`config.mk`:
```
export PLATFORM = sky130hd
export DESIGN_NAME = dmem_store_buffer
export DESIGN_NICKNAME = d
export VERILOG_FILES = /design/src/rtl/dmem_store_buffer.sv
export SDC_FILE = /design/constraint.sdc
export NUM_CORES = 1
export LEC_CHECK = 0
export CORE_MARGIN = 2
export CORE_UTILIZATION = 50
export CTS_CLUSTER_DIAMETER = 150
export DETAILED_ROUTE_END_ITERATION = 10
export HOLD_SLACK_MARGIN = 0.15
export PLACE_DENSITY = 0.71
export SETUP_SLACK_MARGIN = 0.5
export SLEW_MARGIN = 20
export SYNTH_ARGS = -nofsm -noshare
export SYNTH_HDL_FRONTEND = slang
export SYNTH_SLANG_ARGS = --single-unit
```
`constraint.sdc`:
```
create_clock -name clk -period 12.22 [get_ports clk]
set_clock_uncertainty 0.1 [all_clocks]
set_input_delay 2.444 -clock clk [delete_from_list [all_inputs] [get_ports clk]]
set_output_delay 2.444 -clock clk [all_outputs]
set_load 0.01 [all_outputs]
```
`src/rtl/dmem_store_buffer.sv`:
```
// dmem_store_buffer: FIFO store buffer between the core data port and data
// memory. Stores retire into a DEPTH-entry circular buffer and drain to memory
// one per accepted handshake; loads forward from the youngest matching entry.
// Optional feature macro: DMEM_BSWAP_EN (byte-reverse load data and drained
// store data so memory holds hex-image byte order).
//
// Handshakes (valid/ready): on the memory side mem_we is valid and mem_wready
// is ready; the head entry transfers on the clk edge where both are high, and
// mem_waddr/mem_wdata hold steady while mem_we is high and mem_wready is low.
// On the core side data_we is valid and !stall is ready; a store is taken on
// the edge where data_we is high and stall is low, otherwise the core holds it.
module dmem_store_buffer #(
  parameter int DEPTH = 4,
  parameter int AW    = 32
) (
  input  logic                     clk,
  input  logic                     rst_n,
  input  logic                     data_we,
  input  logic [AW-1:0]            data_waddr,
  input  logic [31:0]              data_wdata,
  input  logic                     data_re,
  input  logic [AW-1:0]            data_raddr,
  output logic [31:0]              data_rdata,
  output logic                     stall,
  output logic [AW-1:0]            mem_raddr,
  input  logic [31:0]              mem_rdata,
  output logic                     mem_we,
  output logic [AW-1:0]            mem_waddr,
  output logic [31:0]              mem_wdata,
  input  logic                     mem_wready,
  output logic                     sb_empty,
  output logic [$clog2(DEPTH):0]   sb_count
);

  localparam int PW = $clog2(DEPTH);
  localparam int CW = PW + 1;

  logic [AW-3:0]   entry_addr [DEPTH];
  logic [31:0]     entry_data [DEPTH];
  logic [DEPTH-1:0] valid;
  logic [PW-1:0]   head;
  logic [PW-1:0]   tail;
  logic [CW-1:0]   count;

  logic full;
  logic empty;
  logic push;
  logic pop;
  logic hit;
  logic [31:0] fwd_data;
  logic [PW-1:0] idx;

  // Byte-address low bits are meaningless at word granularity.
  logic unused_low_bits;
  assign unused_low_bits = ^{data_waddr[1:0], data_raddr[1:0]};

  function automatic logic [31:0] order_bytes(input logic [31:0] d);
`ifdef DMEM_BSWAP_EN
    return {d[7:0], d[15:8], d[23:16], d[31:24]};
`else
    return d;
`endif
  endfunction

  assign full  = (count == CW'(DEPTH));
  assign empty = (count == '0);
  // A pop in the same cycle never frees a slot for a push: push looks at full only.
  assign push  = data_we && !full;
  assign pop   = !empty && mem_wready;
  assign stall = data_we && full;

  // Pointer, count and valid-bit state; synchronous active-low reset drops pending entries.
  always_ff @(posedge clk) begin
    if (!rst_n) begin
      head  <= '0;
      tail  <= '0;
      count <= '0;
      valid <= '0;
    end else begin
      if (push) begin
        valid[tail] <= 1'b1;
        tail        <= tail + PW'(1);
      end
      if (pop) begin
        valid[head] <= 1'b0;
        head        <= head + PW'(1);
      end
      case ({push, pop})
        2'b10:   count <= count + CW'(1);
        2'b01:   count <= count - CW'(1);
        default: count <= count;
      endcase
    end
  end

  // Entry payload; intentionally not reset, only valid bits qualify it.
  always_ff @(posedge clk) begin
    if (push) begin
      entry_addr[tail] <= data_waddr[AW-1:2];
      entry_data[tail] <= data_wdata;
    end
  end

  // Youngest-match search: walk oldest to youngest so the last hit wins.
  always_comb begin
    hit      = 1'b0;
    fwd_data = '0;
    idx      = '0;
    for (int i = 0; i < DEPTH; i++) begin
      idx = head + PW'(i);
      if (valid[idx] && (entry_addr[idx] == data_raddr[AW-1:2])) begin
        hit      = 1'b1;
        fwd_data = entry_data[idx];
      end
    end
  end

  assign data_rdata = data_re ? order_bytes(hit ? fwd_data : mem_rdata) : 32'h0;
  assign mem_raddr  = data_raddr;
  assign mem_we     = !empty;
  assign mem_waddr  = {entry_addr[head], 2'b00};
  assign mem_wdata  = order_bytes(entry_data[head]);
  assign sb_empty   = empty;
  assign sb_count   = count;

endmodule

```
==> run metrics <==
Met2 Routed Length=27000 um; type of the worst setup path=input port to output port; worst-path cell with the longest stage delay=sky130_fd_sc_hd__a2111oi_1; final cell area excluding filler cells=21600 um^2; number of levels in the clock H-tree=1; number of buffers created by CTS=29; Initial Util=51.0%; worst rel slew slack=23.4%; critical path fanouts, max=50; max-cap violations=0; total power per unit cell area=195 nW/um^2; wire length after detailed routing=57300 um; transition time at the pin with the least slew margin=1.15 ns; result of the run=finished, final reports clean; mean number of vias per cell=6.93; routed wirelength normalized by instance count=28.8 um; remaining global-route overflow=0; routed length on met3=5580 um; M1 WL=23000 um; Startpoint Class=input port; Worst EP arrival=7.62 ns; number of top-level pins=267; dominant register cell in the synthesized netlist=sky130_fd_sc_hd__edfxtp_1; total vias in the final route=13800; clk sinks=261; DRT iter0 DRCs=1682; Seq cells post-synth=261; buffer count from post-CTS setup fixing=0; global-route wire length before repair=86800 um; unrepaired setup endpoints after global routing=no; final critical-path required period=10.16 ns; number of nets in the finished design=1643; number of global-route vias before repair=13800; final weighted congestion in routability-driven placement=0.991; input/output buffers=258; share of synthesized area occupied by flip-flops and latches=42.3%; overall die width=195 um; EDFF count, synth=248; die height=195 um; critical path endpoint category=output port; clk_lat worst skew=0.58 ns; kind of cell with the highest combined delay on the critical path=buffers and inverters; # rows=69; post-synthesis to final-layout area growth=18.7%; number of warning messages in the yosys log=0; area of the die=38000 um^2; total global-route track usage=30.1%; DRC violations left=0; antenna violations before repair=7; ratio of final minimum period to clock period=83.2%; Core ar.=35700 um^2; count of antenna-violating nets left after detailed routing=0; CTS tree=yes; count of final setup violators=0; synth unique cells=77; required time at the worst-slack endpoint=9.68 ns; largest net degree at the start of global routing=64; classification of the worst-slack hold path=flop to flop; Cell Area, Synth=18200 um^2; DP Area=20700 um^2; number of hold-slack violations in the final timing report=0; standby leakage power=0.00667 uW; uppermost layer routed=met5; Detailed Routing Iterations Pass 1=6; number of max-slew violations in the final report=0; Critical path buffers and inverters=3; average cell area after synthesis=13.5 um^2; maximum resistive drop on vdd=0.000139 V; setup TNS=0 ns; number of instances in the synthesized netlist=1353; final non-filler cell total=1986; largest stage delay on the critical path=1.00 ns; ratio of cells with drive above 1 in the final layout=18.3%; clk buf depth=3; Clock transition at path regs=0.06 ns; clk root buf=sky130_fd_sc_hd__clkbuf_16; Post-DP HPWL=38100 um; worst-path cell chain=clkdlybuf4s50_1 -> nor2_1 -> a2111o_1 -> o21a_1 -> a2111oi_1 -> and2_1 -> nor3_4 -> buf_4 -> and2_1 -> a21o_1 -> clkdlybuf4s50_1; cell total after placement=1930; post-cts hold buffer count=0; Post-synth ARST share=0%; Resized cells post-CTS=0; maximum clock frequency=98.4 MHz
[where the power goes]
part / internal, uW / switching [uW]
sequential: 1090 / 142
clock: 467 / 366
combinational: 1070 / 1090
total: 2630 / 1600
[area by class of cell]
cell class	count	area, um^2
Antenna cell	4	10.0
Clock buffer	36	805
Clock inverter	16	96.3
Fill cell	2773	14100
Inverter	16	60.1
Multi-Input combinational cell	907	9590
Sequential cell	261	7720
Tap cell	461	577
Timing Repair Buffer	285	2780
[synth_stat cells, types with 25 or more instances]
cell                       count  area, um^2
sky130_fd_sc_hd__edfxtp_1    248        7450
sky130_fd_sc_hd__xor2_1       25         219
sky130_fd_sc_hd__buf_4        36         270
sky130_fd_sc_hd__xnor2_1      80         701
sky130_fd_sc_hd__nor3_1       45         225
sky130_fd_sc_hd__mux4_2      178        4010
sky130_fd_sc_hd__mux2i_1     122        1220
sky130_fd_sc_hd__nand3_1      45         225
sky130_fd_sc_hd__clkbuf_1     74         278
sky130_fd_sc_hd__nand2_1      37         139
sky130_fd_sc_hd__a221oi_1     34         298
sky130_fd_sc_hd__nor4_1       35         219
[routing by layer]
| layer | global-route usage, % | vias up |
|---|---|---|
| met1 | 42.1 | 7012 |
| met3 | 5.93 | 117 |
| met2 | 47.7 | 825 |
| met5 | 0 | - |
| li1 | - | 5811 |
| met4 | 9.27 | 6 |
[stage by stage]
step | utilization (%) | power [uW] | worst slack (ns) | hold slack, ns
final | 60.5 | 4220 | 2.06 | 0.440
after CTS | 60.5 | 4220 | 2.09 | 0.436
after floorplan | - | 2730 | 4.76 | 0.387
after global placement | 58.0 | 3360 | 2.10 | 0.406
after global routing | 60.5 | 4420 | 1.86 | 0.447
after detailed placement | 58.0 | 3380 | 2.11 | 0.421
[cell families after synthesis]
kind of cell	count (synthesis)	synth area share, %
other	1	0.0206
buffers and inverters	186	5.41
flip-flops	261	42.3
adder cells (fa/ha/maj)	10	0.727
multiplexers	307	29.1
AO/OA/AOI/OAI	192	7.97
XOR/XNOR	105	5.04
AND/OR/NAND/NOR	291	9.44
[path summary, 6_finish.rpt]
check / startpoint / endpoint / slack (ns) / cells past startpoint
setup / recovery: data_raddr[3] / data_rdata[29] / 2.06 / 11
hold / removal: valid[0] / valid[0] / 0.44 / 1
setup reg to reg: sb_count[0] / entry_data[3][19] / 9.53 / 4
hold reg to reg: valid[0] / valid[0] / 0.44 / 1
[layout by cell type (no fill, tap or decap), drive strengths merged, types with 7 or more instances in the layout]
cell / n
a21o: 16
a21oi: 10
a221oi: 34
a22oi: 7
and2: 16
and3: 16
buf: 28
clkbuf: 36
clkdlybuf4s50: 257
clkinv: 14
dfxtp: 13
edfxtp: 248
ha: 9
inv: 18
mux2: 7
mux2i: 122
mux4: 178
nand2: 37
nand2b: 7
nand3: 45
nand4: 22
nand4bb: 18
nor2: 23
nor3: 46
nor4: 41
o21ai: 40
o22ai: 10
o41ai: 15
xnor2: 80
xor2: 25
[sequential cells by signal, indices dropped and copies added (netlist names), named ones only]
| name | count |
|---|---|
| entry_addr | 120 |
| entry_data | 128 |
| head | 2 |
| sb_count | 3 |
| tail | 2 |
| valid | 4 |
Power figures use the tool's default switching activity.
